## src/rtl/alu_ctr_encode_pkg.sv

```systemverilog
// Shared constants for the ALU control encoding: alu_ctr codes, RV32I opcodes
// and the output-stage occupancy states.
package alu_ctr_encode_pkg;

    localparam logic [3:0] ALU_ADD  = 4'b0000;
    localparam logic [3:0] ALU_SUB  = 4'b1000;
    localparam logic [3:0] ALU_SLL  = 4'b0001;
    localparam logic [3:0] ALU_SLT  = 4'b0010;
    localparam logic [3:0] ALU_SLTU = 4'b0011;
    localparam logic [3:0] ALU_XOR  = 4'b0100;
    localparam logic [3:0] ALU_SRL  = 4'b0101;
    localparam logic [3:0] ALU_SRA  = 4'b1101;
    localparam logic [3:0] ALU_OR   = 4'b0110;
    localparam logic [3:0] ALU_AND  = 4'b0111;

    localparam logic [6:0] OPC_OP     = 7'b0110011;
    localparam logic [6:0] OPC_OP_IMM = 7'b0010011;
    localparam logic [6:0] OPC_LOAD   = 7'b0000011;
    localparam logic [6:0] OPC_STORE  = 7'b0100011;
    localparam logic [6:0] OPC_BRANCH = 7'b1100011;
    localparam logic [6:0] OPC_LUI    = 7'b0110111;
    localparam logic [6:0] OPC_AUIPC  = 7'b0010111;
    localparam logic [6:0] OPC_JAL    = 7'b1101111;
    localparam logic [6:0] OPC_JALR   = 7'b1100111;

    localparam logic [6:0] F7_ZERO = 7'b0000000;
    localparam logic [6:0] F7_ALT  = 7'b0100000;

    typedef enum logic [1:0] {
        ST_EMPTY = 2'b00,
        ST_ONE   = 2'b01,
        ST_FULL  = 2'b10
    } state_t;

endpackage

```

## src/rtl/alu_ctr_encode_classify.sv

```systemverilog
// Combinational classifier: maps an RV32I word to {illegal, alu_ctr}.
// An illegal word always reports ALU_ADD so the consumer sees a benign code.
module alu_ctr_encode_classify
    import alu_ctr_encode_pkg::*;
(
    input  logic [31:0] i_instr,
    output logic        o_illegal,
    output logic [3:0]  o_alu_ctr
);

    logic [6:0] w_opc;
    logic [2:0] w_f3;
    logic [6:0] w_f7;
    logic       w_unused_bits;

    assign w_opc         = i_instr[6:0];
    assign w_f3          = i_instr[14:12];
    assign w_f7          = i_instr[31:25];
    assign w_unused_bits = ^{i_instr[24:15], i_instr[11:7]};

    // Opcode/funct decode into the shared alu_ctr encoding
    always_comb begin
        o_illegal = 1'b1;
        o_alu_ctr = ALU_ADD;
        case (w_opc)
            OPC_OP: begin
                if (w_f7 == F7_ZERO) begin
                    o_illegal = 1'b0;
                    o_alu_ctr = {1'b0, w_f3};
                end else if ((w_f7 == F7_ALT) && (w_f3 == 3'b000)) begin
                    o_illegal = 1'b0;
                    o_alu_ctr = ALU_SUB;
                end else if ((w_f7 == F7_ALT) && (w_f3 == 3'b101)) begin
                    o_illegal = 1'b0;
                    o_alu_ctr = ALU_SRA;
                end else begin
                    o_illegal = 1'b1;
                    o_alu_ctr = ALU_ADD;
                end
            end
            OPC_OP_IMM: begin
                // Only the shift immediates carry a funct7; elsewhere bit 30 is immediate data
                if (w_f3 == 3'b001) begin
                    o_illegal = (w_f7 != F7_ZERO);
                    o_alu_ctr = (w_f7 == F7_ZERO) ? ALU_SLL : ALU_ADD;
                end else if (w_f3 == 3'b101) begin
                    if (w_f7 == F7_ZERO) begin
                        o_illegal = 1'b0;
                        o_alu_ctr = ALU_SRL;
                    end else if (w_f7 == F7_ALT) begin
                        o_illegal = 1'b0;
                        o_alu_ctr = ALU_SRA;
                    end else begin
                        o_illegal = 1'b1;
                        o_alu_ctr = ALU_ADD;
                    end
                end else begin
                    o_illegal = 1'b0;
                    o_alu_ctr = {1'b0, w_f3};
                end
            end
            OPC_LOAD, OPC_STORE, OPC_LUI, OPC_AUIPC, OPC_JAL: begin
                o_illegal = 1'b0;
                o_alu_ctr = ALU_ADD;
            end
            OPC_JALR: begin
                o_illegal = (w_f3 != 3'b000);
                o_alu_ctr = ALU_ADD;
            end
            OPC_BRANCH: begin
                case (w_f3)
                    3'b000, 3'b001: begin
                        o_illegal = 1'b0;
                        o_alu_ctr = ALU_SUB;
                    end
                    3'b100, 3'b101: begin
                        o_illegal = 1'b0;
                        o_alu_ctr = ALU_SLT;
                    end
                    3'b110, 3'b111: begin
                        o_illegal = 1'b0;
                        o_alu_ctr = ALU_SLTU;
                    end
                    default: begin
                        o_illegal = 1'b1;
                        o_alu_ctr = ALU_ADD;
                    end
                endcase
            end
            default: begin
                o_illegal = 1'b1;
                o_alu_ctr = ALU_ADD;
            end
        endcase
    end

endmodule

```

## src/rtl/alu_ctr_encode.sv

```systemverilog
// ALU control encoder: classifies accepted instructions and presents the result
// through a registered output stage backed by one skid entry.
module alu_ctr_encode
    import alu_ctr_encode_pkg::*;
#(
    parameter int CNT_W = 16
) (
    input  logic             clk,
    input  logic             rst,
    input  logic             in_valid,
    output logic             in_ready,
    input  logic [31:0]      in_instr,
    output logic             out_valid,
    input  logic             out_ready,
    output logic [3:0]       alu_ctr,
    output logic             illegal,
    output logic [CNT_W-1:0] illegal_cnt
);

    state_t           r_state;
    state_t           w_state_nxt;
    logic             r_out_valid;
    logic             r_in_ready;
    logic [3:0]       r_alu_ctr;
    logic             r_illegal;
    logic [3:0]       r_skid_ctr;
    logic             r_skid_illegal;
    logic [CNT_W-1:0] r_cnt;

    logic             w_accept;
    logic             w_cls_illegal;
    logic [3:0]       w_cls_ctr;
    logic             w_load_out;
    logic             w_load_skid;
    logic             w_from_skid;

    alu_ctr_encode_classify u_classify (
        .i_instr   (in_instr),
        .o_illegal (w_cls_illegal),
        .o_alu_ctr (w_cls_ctr)
    );

    assign w_accept = in_valid && r_in_ready;

    // Occupancy next-state and register load selects
    always_comb begin
        w_state_nxt = r_state;
        w_load_out  = 1'b0;
        w_load_skid = 1'b0;
        w_from_skid = 1'b0;
        case (r_state)
            ST_EMPTY: begin
                if (w_accept) begin
                    w_state_nxt = ST_ONE;
                    w_load_out  = 1'b1;
                end else begin
                    w_state_nxt = ST_EMPTY;
                end
            end
            ST_ONE: begin
                if (w_accept && out_ready) begin
                    w_state_nxt = ST_ONE;
                    w_load_out  = 1'b1;
                end else if (w_accept) begin
                    w_state_nxt = ST_FULL;
                    w_load_skid = 1'b1;
                end else if (out_ready) begin
                    w_state_nxt = ST_EMPTY;
                end else begin
                    w_state_nxt = ST_ONE;
                end
            end
            ST_FULL: begin
                if (out_ready) begin
                    w_state_nxt = ST_ONE;
                    w_from_skid = 1'b1;
                end else begin
                    w_state_nxt = ST_FULL;
                end
            end
            default: begin
                w_state_nxt = ST_EMPTY;
            end
        endcase
    end

    // State, handshake flags and output/skid payload registers
    always_ff @(posedge clk) begin
        if (rst) begin
            r_state        <= ST_EMPTY;
            r_out_valid    <= 1'b0;
            r_in_ready     <= 1'b1;
            r_alu_ctr      <= ALU_ADD;
            r_illegal      <= 1'b0;
            r_skid_ctr     <= ALU_ADD;
            r_skid_illegal <= 1'b0;
        end else begin
            r_state     <= w_state_nxt;
            r_out_valid <= (w_state_nxt != ST_EMPTY);
            r_in_ready  <= (w_state_nxt != ST_FULL);
            if (w_load_out) begin
                r_alu_ctr <= w_cls_ctr;
                r_illegal <= w_cls_illegal;
            end else if (w_from_skid) begin
                r_alu_ctr <= r_skid_ctr;
                r_illegal <= r_skid_illegal;
            end else begin
                r_alu_ctr <= r_alu_ctr;
                r_illegal <= r_illegal;
            end
            if (w_load_skid) begin
                r_skid_ctr     <= w_cls_ctr;
                r_skid_illegal <= w_cls_illegal;
            end else begin
                r_skid_ctr     <= r_skid_ctr;
                r_skid_illegal <= r_skid_illegal;
            end
        end
    end

    // Saturating count of accepted illegal words
    always_ff @(posedge clk) begin
        if (rst) begin
            r_cnt <= '0;
        end else if (w_accept && w_cls_illegal && (r_cnt != {CNT_W{1'b1}})) begin
            r_cnt <= r_cnt + CNT_W'(1);
        end else begin
            r_cnt <= r_cnt;
        end
    end

    assign in_ready    = r_in_ready;
    assign out_valid   = r_out_valid;
    assign alu_ctr     = r_alu_ctr;
    assign illegal     = r_illegal;
    assign illegal_cnt = r_cnt;

endmodule

```

## config.mk

```make
export PLATFORM = sky130hd
export DESIGN_NAME = alu_ctr_encode
export DESIGN_NICKNAME = d
export VERILOG_FILES = /design/src/rtl/alu_ctr_encode_pkg.sv /design/src/rtl/alu_ctr_encode_classify.sv /design/src/rtl/alu_ctr_encode.sv
export SDC_FILE = /design/constraint.sdc
export NUM_CORES = 1
export LEC_CHECK = 0
export BUFFER_PORTS_ARGS = -buffer_cell sky130_fd_sc_hd__buf_2
export CORE_MARGIN = 2
export CORE_UTILIZATION = 45
export DETAILED_ROUTE_END_ITERATION = 7
export GPL_ROUTABILITY_DRIVEN = 1
export PLACE_DENSITY = 0.86
export RECOVER_POWER = 50
export SLEW_MARGIN = 20
export SYNTH_ARGS = -nofsm -noshare
export SYNTH_HDL_FRONTEND = slang
export SYNTH_SLANG_ARGS = --single-unit
```

## constraint.sdc

```tcl
create_clock -name clk -period 1.8 [get_ports clk]
set_input_delay 0.09 -clock clk [delete_from_list [all_inputs] [get_ports clk]]
set_output_delay 0.09 -clock clk [all_outputs]
set_load 0.05 [all_outputs]
```

---- Yosys cells after proc, flatten, opt, wreduce, memory -nomap -nowiden ----
Cells that the tools add are included.
word-level totals
  register bits ........................... 30
  input bits .............................. 36
cells by class
  $add $sub $neg .......................... 1
  equality and inequality tests ........... 19
  muxes and demuxes ....................... 36
  reductions and logical operators ........ 18
operator list
  cell                   count
  $mux 4                 9
  $eq 7x6->1 const B     4
  $pmux 4 s3             2
  $eq 7x7->1 const B     3
  $mux 1                 19
  $add 16x1->16 const B  1
  $ne 16x16->1 const B   1
  $eq 7x5->1 const B     2
  $eq 3x3->1 const B     4
  $eq 7x2->1 const B     1
  $logic_not 7->1        1
  $reduce_bool 7->1      1
  $logic_and 1x1->1      6
  $mux 2                 3
  $pmux 2 s3             1
  $reduce_or 2->1        3
  $reduce_or 6->1        1
  $pmux 1 s5             1
  $reduce_or 5->1        1
  $reduce_bool 2->1      2
  $eq 3x1->1 const B     1
  $logic_not 3->1        1
  $reduce_bool 3->1      1
  $eq 2x1->1 const B     1
  other kinds (4)        4

---- Logic depth before layout (Yosys ltp) ----
Gate-level depths: netlist of run 1.
  word-level depth ........................ 8
  gate-level depth with buffers ........... 9
  gate-level depth less buffers ........... 7

---- By module ----
A second synthesis of run 1 with hierarchy kept.
unflattened totals
  cells, all modules ...................... 197
  area total of the unflattened synthesis .. 1694.1 um2
modules (own cells, without submodules)
  module                   instances  cells an instance  area each (um2)  sequential area each (um2)
  alu_ctr_encode           1          157                1442.6           600.6
  alu_ctr_encode_classify  1          40                 251.5            0.0

---- Worst setup path before layout of run 1 ----
OpenSTA, ideal clock, no wires.
  path kind ............................... flip-flop to flip-flop
  from .................................... register r_cnt[0] (netlist: illegal_cnt[0])
  to ...................................... register r_cnt[1] (netlist: illegal_cnt[1])
  arrival ................................. 2.295 ns
  required time ........................... 1.672 ns
  setup slack ............................. -0.622 ns
  cell stages (with the launch flop) ...... 10
  period minus slack after synthesis ...... 2.422 ns
  cell sequence ........................... dfxtp_1 ha_1 nand3_1 nor3_1 a41oi_1 o21ai_4 buf_6 buf_12 mux2i_1 nor2_1
on the way
  cells in the longest elaborated chain, start to end .. 2
  elaborated cells on any way between the ends .. 3
ends and longest elaborated chain
  item                                                   line                   source
  start, declared                                        alu_ctr_encode.sv:28   logic [CNT_W-1:0] r_cnt;
  start signal, assigned                                 alu_ctr_encode.sv:126  r_cnt <= r_cnt + CNT_W'(1);
  start signal, assigned                                 alu_ctr_encode.sv:128  r_cnt <= r_cnt;
  branches (longest 2 deep; another with $add 16x1->16)  n/a
Parallel ways; which one is timed is not known.
A chain may end at the register's enable or synchronous reset.

---- Worst setup path in the final report of run 1 ----
  from .................................... register r_cnt[1] (netlist: illegal_cnt[1])
  to ...................................... register r_cnt[6] (netlist: illegal_cnt[6])
The elaborated chain is that of the path after synthesis.

==> impl_metrics.tcl, run 1 <==
set metrics [dict create \
    die_area_um2 4270 \
    setup_slack_ns -0.0125 \
    synth-seq-area-share_pct 35.5 \
    io_pins 59 \
    status "complete, but fails checks" \
    vias 1799 \
    yosysUniqueCellTypes 51 \
    cp.arrival_ns 2.03 \
    r2r_cells 8 \
    cp_max_fo 7 \
    cts_hold_buf 0 \
    failed_checks "negative setup slack" \
    grt_start_max_net_pins 32 \
    dp_hpwl_mm 3.02 \
    wl_per_cell_um 13.9 \
    synth_ff_type "dfxtp_1" \
    fp-row-count 22 \
    avgViaCountPerCell 5.60 \
    core_um2 3630 \
    critPathLaunchType "flip-flop" \
    r2r-start "illegal_cnt[1]" \
    hold_class "in2reg" \
    finalHoldViolations 0 \
    reg2reg_to "illegal_cnt[6]" \
    timing.fmax_mhz 552 \
    crit_path_end "illegal_cnt[6]" \
    drive_gt1_share_pct 35.5 \
    synth_top_area_share_pct 35.5 \
    skew_ns 0.00676 \
    rsz0062_at_grt "true" \
    synth_nets 243 \
    cp-startpoint "illegal_cnt[1]" \
    diodes 0 \
    cap_violations 0 \
    cts_sinks 30 \
    cts_root_buf "clkbuf_8" \
    finalPower_uw 1670 \
    clockBufferDepth 2 \
    grtUsageTotal_pct 21.7 \
    path_delay_family "simple AND/OR/NAND/NOR gates" \
    worst-path-stages 8 \
    p_leak_uw 0.000974 \
    start_util_pct 46.6 \
    slowest_delay_ns 0.41 \
    synth_seq_cells 30 \
    dieWidth_um 65.4 \
    synthCells 204 \
    slew_viol_final 0 \
    grt_pass1_vias 1601 \
    place.gp.congestion 0.879 \
    cp_data_required_time_ns 2.02 \
    p_per_area_nw_per_um2 709 \
    period_share_pct 101 \
    dr.first_iter.drc_count 102 \
    avgSynthCellArea_um2 8.30 \
    pre_cts_ws_ns -0.0664 \
    setup_viol 2 \
    grt_pass1_wl_mm 7.12 \
    cts_buffers 5 \
    cp.buffers_inverters 1 \
    place_area_um2 2120 \
    synthArstFlopShare_pct 0 \
    die_height_um 65.4 \
    synthesis.area_um2 1690 \
    crit_chain "ha_4 -> nand3_4 -> nor3_4 -> a41oi_4 -> o21ai_4 -> clkbuf_16 -> or4_4 -> a21oi_2" \
    antenna_found_initial 0 \
    timing.hold.ws_ns 0.171 \
    synthTopCellsByArea "dfxtp_1 (35%), a21oi_1 (6.2%), nor2_1 (4.4%)" \
    worstSetupPathType "reg2reg" \
    ir_drop_mv 0.867 \
    wl_mm 4.46 \
    htreeDepth 2 \
    rrSetupSlack_ns -0.01 \
    clk_pin_slew_ns 0.07 \
    drt_pre_antenna_iters 5 \
    clk_latency_ns 0.29 \
    syn2layout_area_growth_pct 39.4 \
    synth_top_area_cell "dfxtp_1" \
    finalInstanceArea_um2 2360 \
    yosysWarnings 0 \
    cp-end-kind "flip-flop" \
    post-route-min-period_ns 1.81 \
    drtAntennaViolNets 0 \
    drc 0 \
    cts_tree "built" \
    synth_edf_count 0 \
    worst_pin_slew_ns 0.606 \
    slowest_stage "or4_4" \
    min_from "in_instr[13]" \
    gr-total-overflow 0 \
    nNetsFinal 311 \
    relSlewSlack_pct 59.8 \
    whs_path_depth 3 \
    nFillCells 305 \
    numPortBuffers 43 \
]
==> power breakdown <==
part           switching (uW)  internal (uW)  leakage (uW)
registers                15.9            680      0.000251
clock network             263            407     0.0000579
logic                     183            126      0.000665
total                     462           1210      0.000974
==> worst min-delay path by stage <==
| stage | slack (ns) | to |
|---|---|---|
| 6_report | 0.17 | r_skid_ctr[3] |
| 5_1_grt | 0.17 | alu_ctr[3] |
| 4_1_cts | 0.16 | r_skid_ctr[3] |
| 3_5_place_dp | 0.45 | r_skid_ctr[3] |
| 3_3_place_gp | 0.44 | r_skid_ctr[0] |
| 2_1_floorplan | 0.25 | illegal_cnt[4] |
==> state kept, by name, summed over array words and instances, names as in the netlist <==
signal / cells
illegal_cnt: 16
r_state: 2
alu_ctr: 4
illegal: 1
out_valid: 1
in_ready: 1
r_skid_illegal: 1
r_skid_ctr: 4
==> area by class of cell <==
class	count	area, um^2	share of cell area [%]
Inverter	7	26.3	1.11
Clock buffer	5	68.8	2.91
Multi-Input combinational cell	157	1090	46.1
Clock inverter	3	40.0	1.70
Tap cell	48	60.1	2.54
Sequential cell	30	633	26.8
Timing Repair Buffer	71	444	18.8
==> cells in the final DEF, fill, tap and decap left out, types with 4 or more instances in the layout <==
master and instances:
nor2_1 20, a211oi_1 4, mux2_2 5, buf_2 28
or3_1 9, o21ai_1 9, inv_1 7, buf_4 24
dfxtp_4 6, nand3b_1 4, dfxtp_2 8, clkbuf_1 15
clkbuf_8 5, dfxtp_1 16, nand2_1 16, a21oi_1 19
nand3_1 4
==> cell families after synthesis <==
group	count (synthesis)	share of synthesized area, %
compound gates	58	22.2
xor+xnor	3	1.55
fa+ha+maj	3	2.22
buf+inv	17	5.32
flops	30	35.5
mux	8	5.17
simple gates	85	28.1
==> metrics by stage <==
stage	setup TNS (ns)	utilization, %	instances
CTS	0	63.1	317
finish	-0.0141	65.0	321
detailed placement	-0.103	58.5	305
global route	-0.234	65.0	321
global placement	-0.0382	58.5	305
floorplan	-0.499	-	204
==> cells in the mapped netlist, drive strengths merged (3+ instances only) <==
cell     n
a211oi   4
a21oi   21
and2     4
and2b    3
buf      5
clkbuf   5
dfxtp   30
ha       3
inv      7
mux2     6
nand2   16
nand3    5
nand3b   4
nand4    3
nor2    20
nor2b    3
nor3     4
nor4     4
o211ai   3
o21ai   13
or3      9
or4      3
==> routing by layer <==
layer / share of wire [%] / track usage [%] / routed length (um)
met5: 0 / 0 / 0
met4: 2.5 / 8.07 / 110
met3: 5.3 / 7.02 / 235
met2: 51 / 36.5 / 2280
met1: 41 / 25.6 / 1830
==> worst reg2reg max path: cells and delay by family, from the launching register on <==
family	cells	cell delay (ns)
buffers and inverters	1	0.17
AOI/OAI and AO/OA	3	0.52
adders and majority gates	1	0.17
and+or+nand+nor	3	0.54
DFF	1	0.35
==> what timing repair did <==
action	4_1_cts	5_1_grt
cloned	0	1
gates resized for setup	6	7
pin swaps	2	11
buffers inserted	4	3
setup endpoints to repair	11	10
Note: power is estimated with default switching activity, not from simulation.
==> run 2, diff against run 1 <==
--- a/config.mk
+++ b/config.mk
@@ -7,10 +7,10 @@
 export LEC_CHECK = 0
 export BUFFER_PORTS_ARGS = -buffer_cell sky130_fd_sc_hd__buf_2
 export CORE_MARGIN = 2
-export CORE_UTILIZATION = 45
+export CORE_UTILIZATION = 50
 export DETAILED_ROUTE_END_ITERATION = 7
 export GPL_ROUTABILITY_DRIVEN = 1
-export PLACE_DENSITY = 0.86
+export PLACE_DENSITY = 0.9
 export RECOVER_POWER = 50
 export SLEW_MARGIN = 20
 export SYNTH_ARGS = -nofsm -noshare
==> constraint.sdc (replaced) <==
create_clock -name clk -period 2.1 [get_ports clk]
set_input_delay 0.105 -clock clk [delete_from_list [all_inputs] [get_ports clk]]
set_output_delay 0.105 -clock clk [all_outputs]
set_load 0.05 [all_outputs]
==> run 2 against run 1 <==
The run now ends clean; maximum frequency is 8.4% lower; hold slack worse by 0.061 ns; critical endpoint is now illegal_cnt[13]; die area is 9.4% lower.
==> impl_metrics.tcl, run 2 (synthesized netlist as in run 1, its figures left out) <==
set metrics [dict create \
    die_height_um 62.2 \
    drc 0 \
    finalPower_uw 1200 \
    final_cell_mix "clkbuf_1 (24), dfxtp_1 (22), a21oi_1 (21), nor2_1 (20), buf_2 (20)" \
    cts_setup_buffers 0 \
    rrSetupSlack_ns 0.12 \
    p_comb_share_pct 19.2 \
    start_util_pct 51.6 \
    p_sw_share_pct 30.5 \
    layout_commonest_cell "clkbuf_1" \
    cts_buffers 5 \
    avgViaCountPerCell 5.65 \
    p_sw_uw 365 \
    rsz0062_at_grt "false" \
    clk_pin_slew_ns 0.09 \
    core_um2 3280 \
    drtAntennaViolNets 0 \
    slew_viol_final 0 \
    cts_hold_buf 0 \
    clk_latency_ns 0.35 \
    seq_power_share_pct 50.2 \
    finalHoldViolations 0 \
    drt_pre_antenna_iters 4 \
    fp-row-count 21 \
    die_area_um2 3870 \
    syn2layout_area_growth_pct 21.3 \
    cp_data_required_time_ns 2.38 \
    setup_viol 0 \
    dp_hpwl_mm 2.99 \
    vias 1707 \
    antenna_found_initial 0 \
    cp.arrival_ns 2.26 \
    io_pins 59 \
    period_share_pct 94.2 \
    p_int_uw 830 \
    grt_pass1_vias 1629 \
    cp-end-kind "flip-flop" \
    cap_violations 0 \
    wl_per_cell_um 13.4 \
    htreeDepth 2 \
    critPathLaunchType "flip-flop" \
    worst_pin_slew_ns 0.616 \
    relSlewSlack_pct 59.1 \
    grtUsageTotal_pct 22.9 \
    p_leak_uw 0.000798 \
    place.gp.congestion 0.927 \
    nFillCells 301 \
    cts_sinks 30 \
    ir_drop_mv 0.457 \
    clockBufferDepth 2 \
    gr-total-overflow 0 \
    largest_reg_flops 16 \
    cts_root_buf "clkbuf_4" \
    post-route-min-period_ns 1.98 \
    grt_pass1_wl_mm 7.04 \
    dr.first_iter.drc_count 96 \
    nNetsFinal 294 \
    hold_class "in2reg" \
    timing.fmax_mhz 505 \
    finalSetupTns_ns 0 \
    cts_tree "built" \
    diodes 0 \
    p_per_area_nw_per_um2 582 \
    worstSetupPathType "reg2reg" \
    cp_max_fo 13 \
    wl_mm 4.06 \
    numPortBuffers 43 \
    status "completed" \
    skew_ns 0.00306 \
    drive_gt1_share_pct 21.9 \
    grt_start_max_net_pins 32 \
    dieWidth_um 62.2 \
    clockPowerShare_pct 30.5 \
]
run 2: routing by layer:
metal / track usage, % / routed length (um) / up-vias
met1: 26.1 / 1740 / 792
met5: 0 / 0 / -
met4: 15.6 / 112 / 0
met2: 37.9 / 2000 / 50
met3: 5.43 / 205 / 11
li1: - / - / 854
run 2: path summary, 6_finish.rpt:
check,startpoint,cells after the start,endpoint
max,illegal_cnt[11],8,illegal_cnt[13]
min,in_instr[13],3,alu_ctr[3]
max reg2reg,illegal_cnt[11],8,illegal_cnt[13]
min reg2reg,r_skid_ctr[3],2,r_skid_ctr[3]
run 2: critical path, stage by stage, from the launching register on:
cell and delay, ns:
dfxtp_1 0.36, and3_1 0.18, and2_1 0.19, a41oi_1 0.22, buf_4 0.16, o21ai_4 0.10, buf_12 0.16, or3_1 0.36
a21oi_1 0.17
run 2: power groups by stage:
stage / combinational [uW] / sequential, uW / clock [uW]
final: 230 / 600 / 365
after global routing: 252 / 603 / 391
after CTS: 232 / 600 / 369
after detailed placement: 231 / 613 / 0
after global placement: 225 / 612 / 0
after floorplan: 109 / 663 / 0
run 2: metrics by stage:
step	setup WS, ns	instances	hold slack, ns	utilization (%)	cell area [um^2]
2_1_floorplan	0.0309	204	0.269	-	1710
3_5_place_dp	0.112	294	0.455	61.4	2020
5_1_grt	0.00428	302	0.132	62.6	2050
3_3_place_gp	0.123	294	0.443	61.4	2020
6_report	0.121	302	0.110	62.6	2050
4_1_cts	0.0910	302	0.112	63.3	2080
run 2: repair_timing:
action                                  4_1_cts  5_1_grt
endpoints found under the hold margin         0        0
endpoints found under the setup margin        0        1
gates resized for setup                       0        1
run 2: final cells by class:
cell class	instances	area, um^2	share of cell area [%]
Multi-Input combinational cell	157	1010	49.3
Tap cell	46	57.6	2.80
Clock buffer	7	55.1	2.68
Clock inverter	1	5.00	0.244
Timing Repair Buffer	54	282	13.7
Sequential cell	30	616	30.0
Inverter	7	26.3	1.28
==> run 3, diff against run 2 <==
--- a/config.mk
+++ b/config.mk
@@ -10,6 +10,7 @@
 export CORE_UTILIZATION = 50
 export DETAILED_ROUTE_END_ITERATION = 7
 export GPL_ROUTABILITY_DRIVEN = 1
+export MAX_ROUTING_LAYER = met4
 export PLACE_DENSITY = 0.9
 export RECOVER_POWER = 50
 export SLEW_MARGIN = 20
==> run 3 against run 2 <==
Combinational power is 2% lower; setup slack better by 0.031 ns; register-to-register slack better by 0.03 ns; cell count is 0.33% lower; clock skew is 0.0066 ns higher; non-clock buffer count is 1 lower; sequential power hardly changed; first-iteration DRC count stayed put; critical path type unchanged; critical endpoint is now illegal_cnt[6].
==> impl_metrics.tcl, run 3 (synthesized netlist as in run 1, its figures left out) <==
set metrics [dict create \
    clockPowerShare_pct 42.6 \
    htreeDepth 2 \
    cts_root_buf "clkbuf_4" \
    p_int_uw 1070 \
    cp_max_fo 10 \
    relSlewSlack_pct 58.8 \
    cp-startpoint "illegal_cnt[12]" \
    dieWidth_um 62.2 \
    vias 1697 \
    status "completed" \
    cts_tree "built" \
    skew_ns 0.00971 \
    setup_slack_ns 0.152 \
    dr.first_iter.drc_count 96 \
    wl_mm 3.92 \
    seq_power_share_pct 41.7 \
    start_util_pct 51.6 \
    crit_top_cell "buf_4" \
    r2r_cells 9 \
    multi_input_area_um2 1010 \
    finalSetupTns_ns 0 \
    cap_violations 0 \
    clockBufferDepth 2 \
    place.gp.congestion 0.953 \
    clk_pin_slew_ns 0.10 \
    cts_sinks 30 \
    finalHoldViolations 0 \
    fp-row-count 21 \
    setup_viol 0 \
    grtUsageTotal_pct 22.7 \
    worstSetupPathType "reg2reg" \
    avgViaCountPerCell 5.64 \
    timing.fmax_mhz 513 \
    cp.arrival_ns 2.15 \
    post-route-min-period_ns 1.95 \
    p_per_area_nw_per_um2 688 \
    drive_gt1_share_pct 21.6 \
    cts_setup_buffers 0 \
    rsz0062_at_grt "false" \
    crit_chain "and3_1 -> and2_1 -> a41oi_1 -> buf_4 -> o21ai_4 -> buf_4 -> buf_4 -> o31ai_1 -> a21oi_1" \
    syn2layout_area_growth_pct 23.6 \
    pre_cts_ws_ns 0.0828 \
    seqCellArea_um2 616 \
    p_comb_share_pct 15.7 \
    dp_cells 293 \
    wl_per_cell_um 13.0 \
    final_cell_mix "clkbuf_1 (23), dfxtp_1 (22), a21oi_1 (21), nor2_1 (20), buf_2 (20)" \
    p_sw_uw 369 \
    drtAntennaViolNets 0 \
    largest_reg_flops 16 \
    fin_cells 301 \
    nFillCells 286 \
    period_share_pct 92.7 \
    ir_drop_mv 0.443 \
    ctsResizeCount 0 \
    slew_viol_final 0 \
    diodes 0 \
    die_area_um2 3870 \
    drt_pre_antenna_iters 4 \
    cts_buffers 5 \
    cp-end-kind "flip-flop" \
    min_from "in_instr[13]" \
    r2r-start "illegal_cnt[12]" \
    slowest_delay_ns 0.35 \
    p_leak_uw 0.000816 \
    numPortBuffers 43 \
    whs_path_depth 3 \
    antenna_found_initial 0 \
    p_sw_share_pct 25.6 \
    die_height_um 62.2 \
    grt_start_max_net_pins 32 \
    drc 0 \
    hold_class "in2reg" \
    core_um2 3280 \
    clk_latency_ns 0.35 \
    grt_pass1_wl_mm 6.82 \
    slowest_stage "dfxtp_1" \
    grt_pass1_vias 1618 \
    dp_hpwl_mm 2.91 \
    io_pins 59 \
    worst_pin_slew_ns 0.620 \
    cp_data_required_time_ns 2.31 \
    critPathLaunchType "flip-flop" \
    nNetsFinal 293 \
    layout_commonest_cell "clkbuf_1" \
    cts_hold_buf 0 \
    gr-total-overflow 0 \
]
[run 3: changes by cell type in the layout (fill, tap and decap cells not counted)]
cell	previous run	this run
bufinv_16	0	2
buf_4	10	9
clkbuf_1	24	23
clkinv_2	1	0
nand3_1	4	5
nand3_2	1	0
[run 3: layer usage]
layer | track usage, % | share of wire [%]
met3 | 5.25 | 4.8
met1 | 23.5 | 43
met2 | 40.1 | 50
met5 | - | 0
met4 | 11.9 | 2.2
[run 3: final timing paths]
check                                       to  slack (ns)
worst min-delay path                alu_ctr[3]        0.10
worst max-delay path            illegal_cnt[6]        0.15
worst min register to register   r_skid_ctr[3]        0.47
worst max register to register  illegal_cnt[6]        0.15
[run 3: critical path, delay by kind of cell (launching register included)]
family / cells / cell delay, ns
compound gates: 4 / 0.63
simple gates: 2 / 0.38
flops: 1 / 0.35
buf+inv: 3 / 0.46
[run 3: power by group through the flow]
stage	registers [uW]	logic, uW	clock network, uW
2_1_floorplan	663	109	0
3_3_place_gp	612	224	0
3_5_place_dp	613	230	0
4_1_cts	600	231	616
5_1_grt	603	248	642
6_report	600	226	614
[run 3: layout make-up]
class                           instances  share of cell area, %
Clock buffer                            6                   2.45
Inverter                                7                   1.26
Multi-Input combinational cell        157                   48.2
Clock inverter                          2                   2.87
Tap cell                               46                   2.75
Sequential cell                        30                   29.4
Timing Repair Buffer                   53                   13.1
[run 3: stage by stage]
step	hold WS [ns]	power, uW	area (um^2)	util [%]
floorplan	0.269	772	1710	-
global placement	0.443	836	2010	61.2
detailed placement	0.449	843	2010	61.2
CTS	0.108	1450	2120	64.6
global route	0.106	1490	2090	63.7
finish	0.104	1440	2090	63.7
